File: config.mk
export PLATFORM = sky130hd
export DESIGN_NAME = uart_rx_flat
export DESIGN_NICKNAME = d
export VERILOG_FILES = /design/src/rtl/uart_pkg.sv /design/src/rtl/uart_rx_if.sv /design/src/rtl/uart_rx_tick.sv /design/src/rtl/uart_rx.sv /design/src/flat_wrapper.sv
export SDC_FILE = /design/constraint.sdc
export NUM_CORES = 1
export LEC_CHECK = 0
export CORE_ASPECT_RATIO = 1.75
export CORE_UTILIZATION = 50
export DETAILED_ROUTE_END_ITERATION = 7
export PLACE_DENSITY = 0.71
export RECOVER_POWER = 100
export SLEW_MARGIN = 10
export SYNTH_ARGS = -nofsm -noshare
export SYNTH_HDL_FRONTEND = slang
export SYNTH_HIERARCHICAL = 1
export SYNTH_SLANG_ARGS = --single-unit
File: constraint.sdc
create_clock -name sys_clk -period 5.2 [get_ports sys_clk]
set_clock_uncertainty 0.05 [all_clocks]
set_input_delay 1.04 -clock sys_clk [delete_from_list [all_inputs] [get_ports sys_clk]]
set_output_delay 1.04 -clock sys_clk [all_outputs]
set_load 0.03 [all_outputs]
File: src/rtl/uart_pkg.sv
// Shared constants, state type and parity helper for the oversampling UART receiver.
// Defining UART_RX_PARITY_EN adds the even-parity state to the frame.
package uart_pkg;

    localparam int unsigned UART_OVS    = 16;
    localparam int unsigned UART_OS_W   = $clog2(UART_OVS);
    localparam int unsigned UART_DATA_W = 8;
    localparam int unsigned UART_BIT_W  = $clog2(UART_DATA_W);

    localparam logic [UART_OS_W-1:0] UART_MID  = UART_OS_W'(7);
    localparam logic [UART_OS_W-1:0] UART_LAST = UART_OS_W'(UART_OVS - 1);

    typedef enum logic [2:0] {
        StIdle   = 3'd0,
        StStart  = 3'd1,
        StData   = 3'd2,
`ifdef UART_RX_PARITY_EN
        StParity = 3'd3,
`endif
        StStop   = 3'd4
    } uart_rx_state_e;

    // Even parity: the parity bit equals the XOR of the data bits.
    function automatic logic even_parity(input logic [UART_DATA_W-1:0] d);
        return ^d;
    endfunction

endpackage

File: src/rtl/uart_rx_if.sv
// One-entry valid/ready byte channel from the UART receiver to its consumer.
interface uart_rx_if;

    logic [uart_pkg::UART_DATA_W-1:0] rx_data;
    logic                             rx_valid;
    logic                             rx_ready;

    modport master (
        output rx_data,
        output rx_valid,
        input  rx_ready
    );

    modport slave (
        input  rx_data,
        input  rx_valid,
        output rx_ready
    );

endinterface

File: src/rtl/uart_rx_tick.sv
// Oversample tick divider: counts 0..Div-1 and flags the last count; restart_i zeroes it.
module uart_rx_tick #(
    parameter int unsigned Div = 2
) (
    input  logic sys_clk,
    input  logic rst,
    input  logic restart_i,
    output logic tick_o
);

    localparam int unsigned CntW = (Div > 1) ? $clog2(Div) : 1;
    localparam logic [CntW-1:0] CntLast = CntW'(Div - 1);

    logic [CntW-1:0] cnt_q, cnt_d;

    always_comb begin
        cnt_d = cnt_q + 1'b1;
        if (restart_i || (cnt_q == CntLast)) begin
            cnt_d = '0;
        end
    end

    always_ff @(posedge sys_clk) begin
        if (rst) begin
            cnt_q <= '0;
        end else begin
            cnt_q <= cnt_d;
        end
    end

    assign tick_o = (cnt_q == CntLast);

endmodule

File: src/rtl/uart_rx.sv
// 16x oversampling 8-bit UART receiver with one-entry holding register and error flags.
// Defining UART_RX_PARITY_EN enables an even-parity bit and a live parity_err.
module uart_rx
    import uart_pkg::*;
#(
    parameter int unsigned SYS_CLK  = 30000000,
    parameter int unsigned BAUDRATE = 9600
) (
    input  logic      sys_clk,
    input  logic      rst,
    input  logic      rx,
    uart_rx_if.master rx_if,
    output logic      frame_err,
    output logic      parity_err,
    output logic      overrun,
    output logic      busy
);

    localparam int unsigned Div = SYS_CLK / (BAUDRATE * UART_OVS);

    uart_rx_state_e             state_q, state_d;
    logic [1:0]                 sync_q;
    logic [UART_OS_W-1:0]       os_q, os_d;
    logic [UART_BIT_W-1:0]      bit_q, bit_d;
    logic [UART_DATA_W-1:0]     sr_q, sr_d;
    logic [UART_DATA_W-1:0]     data_q, data_d;
    logic                       valid_q, valid_d;
    logic                       ferr_q, ferr_d;
    logic                       ovr_q, ovr_d;
    logic                       rxs, tick, restart, deliver, hs;
`ifdef UART_RX_PARITY_EN
    logic                       par_q, par_d;
    logic                       perr_q, perr_d;
`endif

    assign rxs = sync_q[1];
    assign hs  = valid_q && rx_if.rx_ready;

    uart_rx_tick #(
        .Div (Div)
    ) u_tick (
        .sys_clk   (sys_clk),
        .rst       (rst),
        .restart_i (restart),
        .tick_o    (tick)
    );

    always_comb begin
        state_d = state_q;
        os_d    = os_q;
        bit_d   = bit_q;
        sr_d    = sr_q;
        data_d  = data_q;
        valid_d = valid_q;
        ferr_d  = 1'b0;
        ovr_d   = ovr_q;
        restart = 1'b0;
        deliver = 1'b0;
`ifdef UART_RX_PARITY_EN
        par_d   = par_q;
        perr_d  = 1'b0;
`endif

        if (hs) begin
            valid_d = 1'b0;
            ovr_d   = 1'b0;
        end

        unique case (state_q)
            StIdle: begin
                os_d  = '0;
                bit_d = '0;
                if (!rxs) begin
                    state_d = StStart;
                    restart = 1'b1;
                end
            end
            StStart: begin
                if (tick) begin
                    os_d = os_q + 1'b1;
                    if (os_q == UART_MID) begin
                        os_d    = '0;
                        state_d = rxs ? StIdle : StData;
                    end
                end
            end
            StData: begin
                if (tick) begin
                    os_d = os_q + 1'b1;
                    if (os_q == UART_LAST) begin
                        sr_d  = {rxs, sr_q[UART_DATA_W-1:1]};
                        bit_d = bit_q + 1'b1;
                        if (bit_q == UART_BIT_W'(UART_DATA_W - 1)) begin
`ifdef UART_RX_PARITY_EN
                            state_d = StParity;
`else
                            state_d = StStop;
`endif
                        end
                    end
                end
            end
`ifdef UART_RX_PARITY_EN
            StParity: begin
                if (tick) begin
                    os_d = os_q + 1'b1;
                    if (os_q == UART_LAST) begin
                        par_d   = rxs;
                        state_d = StStop;
                    end
                end
            end
`endif
            StStop: begin
                if (tick) begin
                    os_d = os_q + 1'b1;
                    if (os_q == UART_LAST) begin
                        // Leave at mid stop bit so a back-to-back start edge is not missed.
                        state_d = StIdle;
                        if (!rxs) begin
                            ferr_d = 1'b1;
`ifdef UART_RX_PARITY_EN
                        end else if (even_parity(sr_q) != par_q) begin
                            perr_d = 1'b1;
`endif
                        end else begin
                            deliver = 1'b1;
                        end
                    end
                end
            end
            default: state_d = StIdle;
        endcase

        // A same-cycle handshake frees the slot; otherwise the new byte is lost.
        if (deliver) begin
            if (!valid_q || rx_if.rx_ready) begin
                data_d  = sr_q;
                valid_d = 1'b1;
            end else begin
                ovr_d = 1'b1;
            end
        end
    end

    always_ff @(posedge sys_clk) begin
        if (rst) begin
            state_q <= StIdle;
            sync_q  <= 2'b11;
            os_q    <= '0;
            bit_q   <= '0;
            sr_q    <= '0;
            data_q  <= '0;
            valid_q <= 1'b0;
            ferr_q  <= 1'b0;
            ovr_q   <= 1'b0;
`ifdef UART_RX_PARITY_EN
            par_q   <= 1'b0;
            perr_q  <= 1'b0;
`endif
        end else begin
            state_q <= state_d;
            sync_q  <= {sync_q[0], rx};
            os_q    <= os_d;
            bit_q   <= bit_d;
            sr_q    <= sr_d;
            data_q  <= data_d;
            valid_q <= valid_d;
            ferr_q  <= ferr_d;
            ovr_q   <= ovr_d;
`ifdef UART_RX_PARITY_EN
            par_q   <= par_d;
            perr_q  <= perr_d;
`endif
        end
    end

    assign rx_if.rx_data  = data_q;
    assign rx_if.rx_valid = valid_q;
    assign frame_err      = ferr_q;
    assign overrun        = ovr_q;
    assign busy           = (state_q != StIdle);
`ifdef UART_RX_PARITY_EN
    assign parity_err     = perr_q;
`else
    assign parity_err     = 1'b0;
`endif

endmodule

File: src/flat_wrapper.sv
// flat-port wrapper written by rule: the top's interface ports become plain ports
module uart_rx_flat import uart_pkg::*;
#(
    parameter int unsigned SYS_CLK  = 30000000,
    parameter int unsigned BAUDRATE = 9600
)
  (sys_clk, rst, rx, frame_err, parity_err, overrun, busy, rx_if_rx_data, rx_if_rx_valid, rx_if_rx_ready);
  uart_rx_if rx_if_i ();
  input  logic sys_clk;
  input  logic rst;
  input  logic rx;
  output logic frame_err;
  output logic parity_err;
  output logic overrun;
  output logic busy;
  output wire logic [$bits(rx_if_i.rx_data)-1:0] rx_if_rx_data;
  output wire logic [$bits(rx_if_i.rx_valid)-1:0] rx_if_rx_valid;
  input wire logic [$bits(rx_if_i.rx_ready)-1:0] rx_if_rx_ready;
  assign rx_if_rx_data = rx_if_i.rx_data;
  assign rx_if_rx_valid = rx_if_i.rx_valid;
  assign rx_if_i.rx_ready = rx_if_rx_ready;
  uart_rx #(.SYS_CLK(SYS_CLK), .BAUDRATE(BAUDRATE)) u_core (.sys_clk(sys_clk), .rst(rst), .rx(rx), .rx_if(rx_if_i), .frame_err(frame_err), .parity_err(parity_err), .overrun(overrun), .busy(busy));
endmodule
After elaboration in Yosys (flattened, before gate mapping). Index checks and enable logic that the tools add are counted.

Bits of input ports: 4. Word-level logic and storage cells: 77. Output and inout port bits: 13. Register bits: 39.

Mux-type cells: 29. Add/sub/neg operators: 3. Equal/unequal tests: 16. Reductions and logical operators: 16. Bitwise gates (word level): 3.

Operators by type and width (count): 3-bit 2-to-1 mux (10); 2-bit by 1-bit inequality test with 1-bit output, second input constant (8); 1-bit 2-to-1 mux (12); 4-bit 2-to-1 mux (3); 3-bit case mux with 4 select lines (1); 4-bit case mux with 3 select lines (1); 3-bit AND reduction (3); 8-bit by 1-bit adder with 8-bit output, second input constant (1); 8-bit == test, second input constant (1); 8-bit AND reduction (1); 3-bit == test, second input constant (2); 3-bit case mux with 2 select lines (1); 3-bit nonzero test (2); 4-bit by 1-bit adder with 4-bit output, second input constant (1); 4-bit by 3-bit == test with 1-bit output, second input constant (1); 4-bit == test, second input constant (1); 2-bit OR reduction (2); 4-bit OR reduction (1); 3-bit by 1-bit adder with 3-bit output, second input constant (1); 3-bit by 1-bit == test with 1-bit output, second input constant (1); 3-bit by 2-bit == test with 1-bit output, second input constant (1); 3-bit zero test (1); 1-bit NOT (3); 1-bit logical OR (2); other kinds (6) (6).

Logic depth before layout (Yosys ltp).
Depth in word-level cells: 5. Gate-level depth with buffers: 9. Mapped depth without buffers: 9.

Modules after synthesis. The synthesis kept the hierarchy.

Modules (own cells, without submodules): uart_rx (area each 1335.0 um2, cells each 155, seq. area each 620.6 um2, times used 1); uart_rx_tick (area each 359.1 um2, cells each 39, seq. area each 160.2 um2, times used 1).

Least setup slack after synthesis. No wires, ideal clock.

Kind: reg2reg. From: reg u_core.u_tick.cnt_q[0]. To: reg u_core.os_q[3]. Arrival time: 2.012 ns. Path buffers: 0. Setup time: 0.123 ns. Stages on the path, launching flop included: 10. Data required time: 5.027 ns. Clock period less this slack: 2.185 ns. Slack: 3.015 ns. Cell sequence: dfxtp_1 inv_1 ha_1 nor4bb_1 and3_1 inv_2 maj3_2 o21ai_4 nand4_1 mux2_1.

Word-level cells in the longest chain between the ends: 3. Elaborated cells between the ends (all ways): 4. Classes of those cells: 3 x eq/ne; 1 x reduce/logical.

RTL lines: start, declared (RTL line uart_rx_tick.sv:14) `logic [CntW-1:0] cnt_q, cnt_d;`; start signal, assigned (RTL line uart_rx_tick.sv:27) `cnt_q <= cnt_d;`; 8-bit == test (*) (RTL line uart_rx_tick.sv:31) `assign tick_o = (cnt_q == CntLast);`; net u_core.tick (RTL line uart_rx.sv:30) `logic rxs, tick, restart, deliver, hs;`; 2-bit by 1-bit inequality test with 1-bit output (no source line); 3-bit AND reduction (no source line) (*); end signal, assigned (RTL line uart_rx.sv:164) `os_q <= os_d;`; end, declared (RTL line uart_rx.sv:23) `logic [UART_OS_W-1:0] os_q, os_d;`.

Mark *: on every way through the listed nets, which the timed path passes. The rest lies on a longest branch. A chain may end at the register's enable or synchronous reset.

Worst setup path after layout.
From: reg u_core.state_q[2]. To: out busy.

Word-level cells in the longest chain between the ends: 1.

RTL lines: start, declared (RTL line uart_rx.sv:21) `uart_rx_state_e state_q, state_d;`; start signal, assigned (RTL line uart_rx.sv:148) `state_q <= StIdle;`; start signal, assigned (RTL line uart_rx.sv:162) `state_q <= state_d;`; 3-bit nonzero test (RTL line uart_rx.sv:182) `assign busy = (state_q != StIdle);`; end, declared (RTL line flat_wrapper.sv:15) `output logic busy;`.

Every way passes these cells.

==> key figures <==
Clock network
  • Clock sink total: 39
  • Clock Tree Buf Depth: 2
  • Clock transition at the registers of the reported paths: 0.07 ns
  • Post-CTS setup buffers: 0
  • Post-cts sizing count: 0
  • Root Driver: clkbuf_8
  • CTS H-tree lvls: 2
  • CTS buffer count: 5
  • Hold_buf cts: 0
  • CTS tree: done
  • Skew-Pair Late Insertion Delay: 0.29 ns

Logic synthesis
  • Syn_area_per_cell: 8.73 um2
  • Post-Synthesis Cells: 194
  • Synth warnings: 6
  • Async SR Flop Fraction: 0%
  • Netlist cell types: 41
  • Synth top area cells: dfxtp_1 46%, mux2i_1 6.5%, nor2_1 6.4%
  • Yosys reg bits: 39
  • EDFF count, synth: 0
  • Top cell type by total area after synthesis: dfxtp_1
  • Post-Syn Area: 0.00169 mm2
  • Commonest register cell after synthesis: dfxtp_1
  • Syn nets: 203
  • Share of the synthesized area in the top cell type: 46.1%
  • Seq/Total Area, Yosys: 46.1%

Status
  • Outcome: completed

Global routing
  • Largest net degree at the start of global routing: 32
  • Initial antenna violation count: 0
  • Overflow after GRT: 0
  • Global-route wire length before repair: 5010 um
  • Vias in the first global route: 1218
  • GRT Overall Usage: 18.9%

Worst setup path
  • CP Capture Type: primary output
  • Setup crit start kind: flop
  • CP arrival: 1.88 ns
  • Ordered list of cells on the worst path: nor3_1 -> inv_1 -> dlygate4sd3_1
  • Worst Setup Path Type: reg2out
  • Slowest Stage Delay on Critical Path: 0.70 ns
  • Data required, critical path: 4.11 ns
  • Critical path's top delay family: buffers and inverters
  • Buffers & Inverters on Critical Path: 2
  • Worst R2R Setup Slack: 2.64 ns
  • Slowest CP cell: dlygate4sd3_1
  • CP Max Fanout: 11

Die
  • Die Span X: 46 um
  • I/O pins: 17
  • Starting Density: 53.3%
  • Die ar.: 0.00363 mm2
  • Core Footprint: 0.00318 mm2
  • Die H: 79 um
  • Row count: 27

Timing
  • Tightest hold margin: 0.376 ns
  • Tmin final: 2.97 ns
  • Final Cycle Share: 57.1%
  • Tightest Pin Transition: 0.992 ns
  • Worst Slack Setup Final: 2.23 ns
  • Fmax: 0.337 GHz
  • Setup TNS: 0 ns
  • Final setup violation count: 0
  • Hold Violations, Final: 0
  • Max_slew headroom: 33.6%
  • RSZ-0062 raised after global routing: no
  • Slew Viols, Final: 0

Detailed routing
  • Drc violations: 0
  • Post-Route WL: 3090 um
  • Antenna-violating nets left: 0
  • Iteration-0 DRC Markers: 27
  • Detailed-route via count: 1364
  • Post-DR wirelength/cell: 12.3 um
  • Vias/cell: 5.43
  • Pre-antenna DRT Iters: 4

Placement
  • Placed insts: 243
  • Port Buffer Count: 15
  • Post-DP HPWL: 2210 um
  • Final GP Congestion: 0.797
  • Setup WS pre-CTS: 2.23 ns

Final layout
  • Final Core Density: 61.6%
  • Layout cells sized above 1: 7.21%
  • # fillers: 315
  • Area delta synth->final: 15.4%
  • Nets: 216
  • ANT cells: 0
  • Fin cells: 251

Flow run
  • Max cap viols: 0

Pwr
  • Peak supply drop: 187 uV
  • Power per cell area: 307 mW/mm2
  • Leakage: 0.802 nW

Min path
  • Hold Path Class: reg2reg
-- through the flow --
| step | instance area, um2 | total power, mW |
|---|---|---|
| finish | 1960 | 0.600 |
| global route | 1960 | 0.627 |
| CTS | 1970 | 0.609 |
| detailed placement | 1860 | 0.360 |
| global placement | 1860 | 0.359 |
| floorplan | 1690 | 0.350 |
-- where the power goes --
part	internal, mW	switching [mW]	total [mW]
Combinational	0.0167	0.0233	0.0400
Clock	0.143	0.105	0.248
Sequential	0.304	0.00828	0.312
-- cells in the final DEF (no fill, tap or decap), types with 2 or more instances in the layout --
master | netlist | routed
dfxtp_1 | 39 | 39
nor2_1 | 29 | 29
nand2_1 | 27 | 28
a21oi_1 | 13 | 15
dlygate4sd3_1 | 0 | 13
mux2i_1 | 11 | 11
nand3_1 | 7 | 7
o21ai_0 | 6 | 6
clkbuf_8 | 0 | 5
inv_1 | 5 | 5
ha_1 | 5 | 5
nand4_1 | 4 | 4
or3_1 | 3 | 3
clkdlybuf4s50_1 | 0 | 2
and4_1 | 1 | 2
and3_1 | 2 | 2
nand2b_1 | 2 | 2
a211oi_1 | 2 | 2
xnor2_1 | 2 | 2
or2_2 | 2 | 2
a22oi_1 | 2 | 2
xor2_1 | 2 | 2
-- routing by layer --
| metal | GRT usage (%) | wire [um] |
|---|---|---|
| met5 | 0 | 0 |
| met4 | 8.82 | 20 |
| met3 | 6.82 | 88 |
| met2 | 33.4 | 1720 |
| met1 | 18.3 | 1260 |
-- kinds of logic (layout without fill, tap and decap cells) --
kind of cell / Yosys count / count (layout) / share of synthesized area [%]
compound gates: 32 / 32 / 12.6
xor+xnor: 4 / 4 / 2.07
fa+ha+maj: 6 / 6 / 4.36
buf+inv: 15 / 29 / 3.84
flops: 39 / 39 / 46.1
mux: 12 / 12 / 7.16
other cells: 1 / 1 / 0.221
simple gates: 85 / 85 / 23.6
-- final timing paths --
| path | cells past startpoint | startpoint | end |
|---|---|---|---|
| hold / removal | 1 | u_core/sync_q[0]$_SDFF_PP1_ | u_core/sync_q[1]$_SDFF_PP1_ |
| setup reg to reg | 9 | u_core/u_tick/cnt_q[0]$_SDFF_PP0_ | u_core/rx_if.rx_data[1]$_SDFFE_PP0P_ |
| setup / recovery | 3 | u_core/state_q[2]$_SDFFE_PP0P_ | busy |
| hold reg to reg | 1 | u_core/sync_q[0]$_SDFF_PP1_ | u_core/sync_q[1]$_SDFF_PP1_ |
-- cell usage after synthesis (2+ instances only) --
| cell | n |
|---|---|
| dfxtp_1 | 39 |
| nor2_1 | 29 |
| nand2_1 | 27 |
| a21oi_1 | 13 |
| mux2i_1 | 11 |
| nand3_1 | 7 |
| o21ai_0 | 6 |
| ha_1 | 5 |
| inv_1 | 5 |
| buf_2 | 4 |
| clkbuf_1 | 4 |
| nand4_1 | 4 |
| a21oi_2 | 3 |
| or3_1 | 3 |
| a211oi_1 | 2 |
| a22oi_1 | 2 |
| and3_1 | 2 |
| nand2b_1 | 2 |
| or2_2 | 2 |
| xnor2_1 | 2 |
| xor2_1 | 2 |
-- cell type report --
cell class                 instances  area (um2)  area share (%)
clock buffer                       5        68.8            3.52
clock inverter                     3        43.8            2.24
multi-input combinational        140         836            42.7
timing repair buffer              15         150            7.68
sequential                        39         781            39.9
tap                               43        53.8            2.75
inverter                           6        22.5            1.15
-- flip-flops by register name (all words and copies together), names as in the netlist, 2 cells and up --
name / flops
u_core/u_tick/cnt_q: 8
u_core/sync_q: 2
u_core/state_q: 3
u_core/rx_if.rx_data: 8
u_core/os_q: 4
u_core/sr_q: 8
u_core/bit_q: 3
No activity file was read; power rests on OpenSTA's default activity.
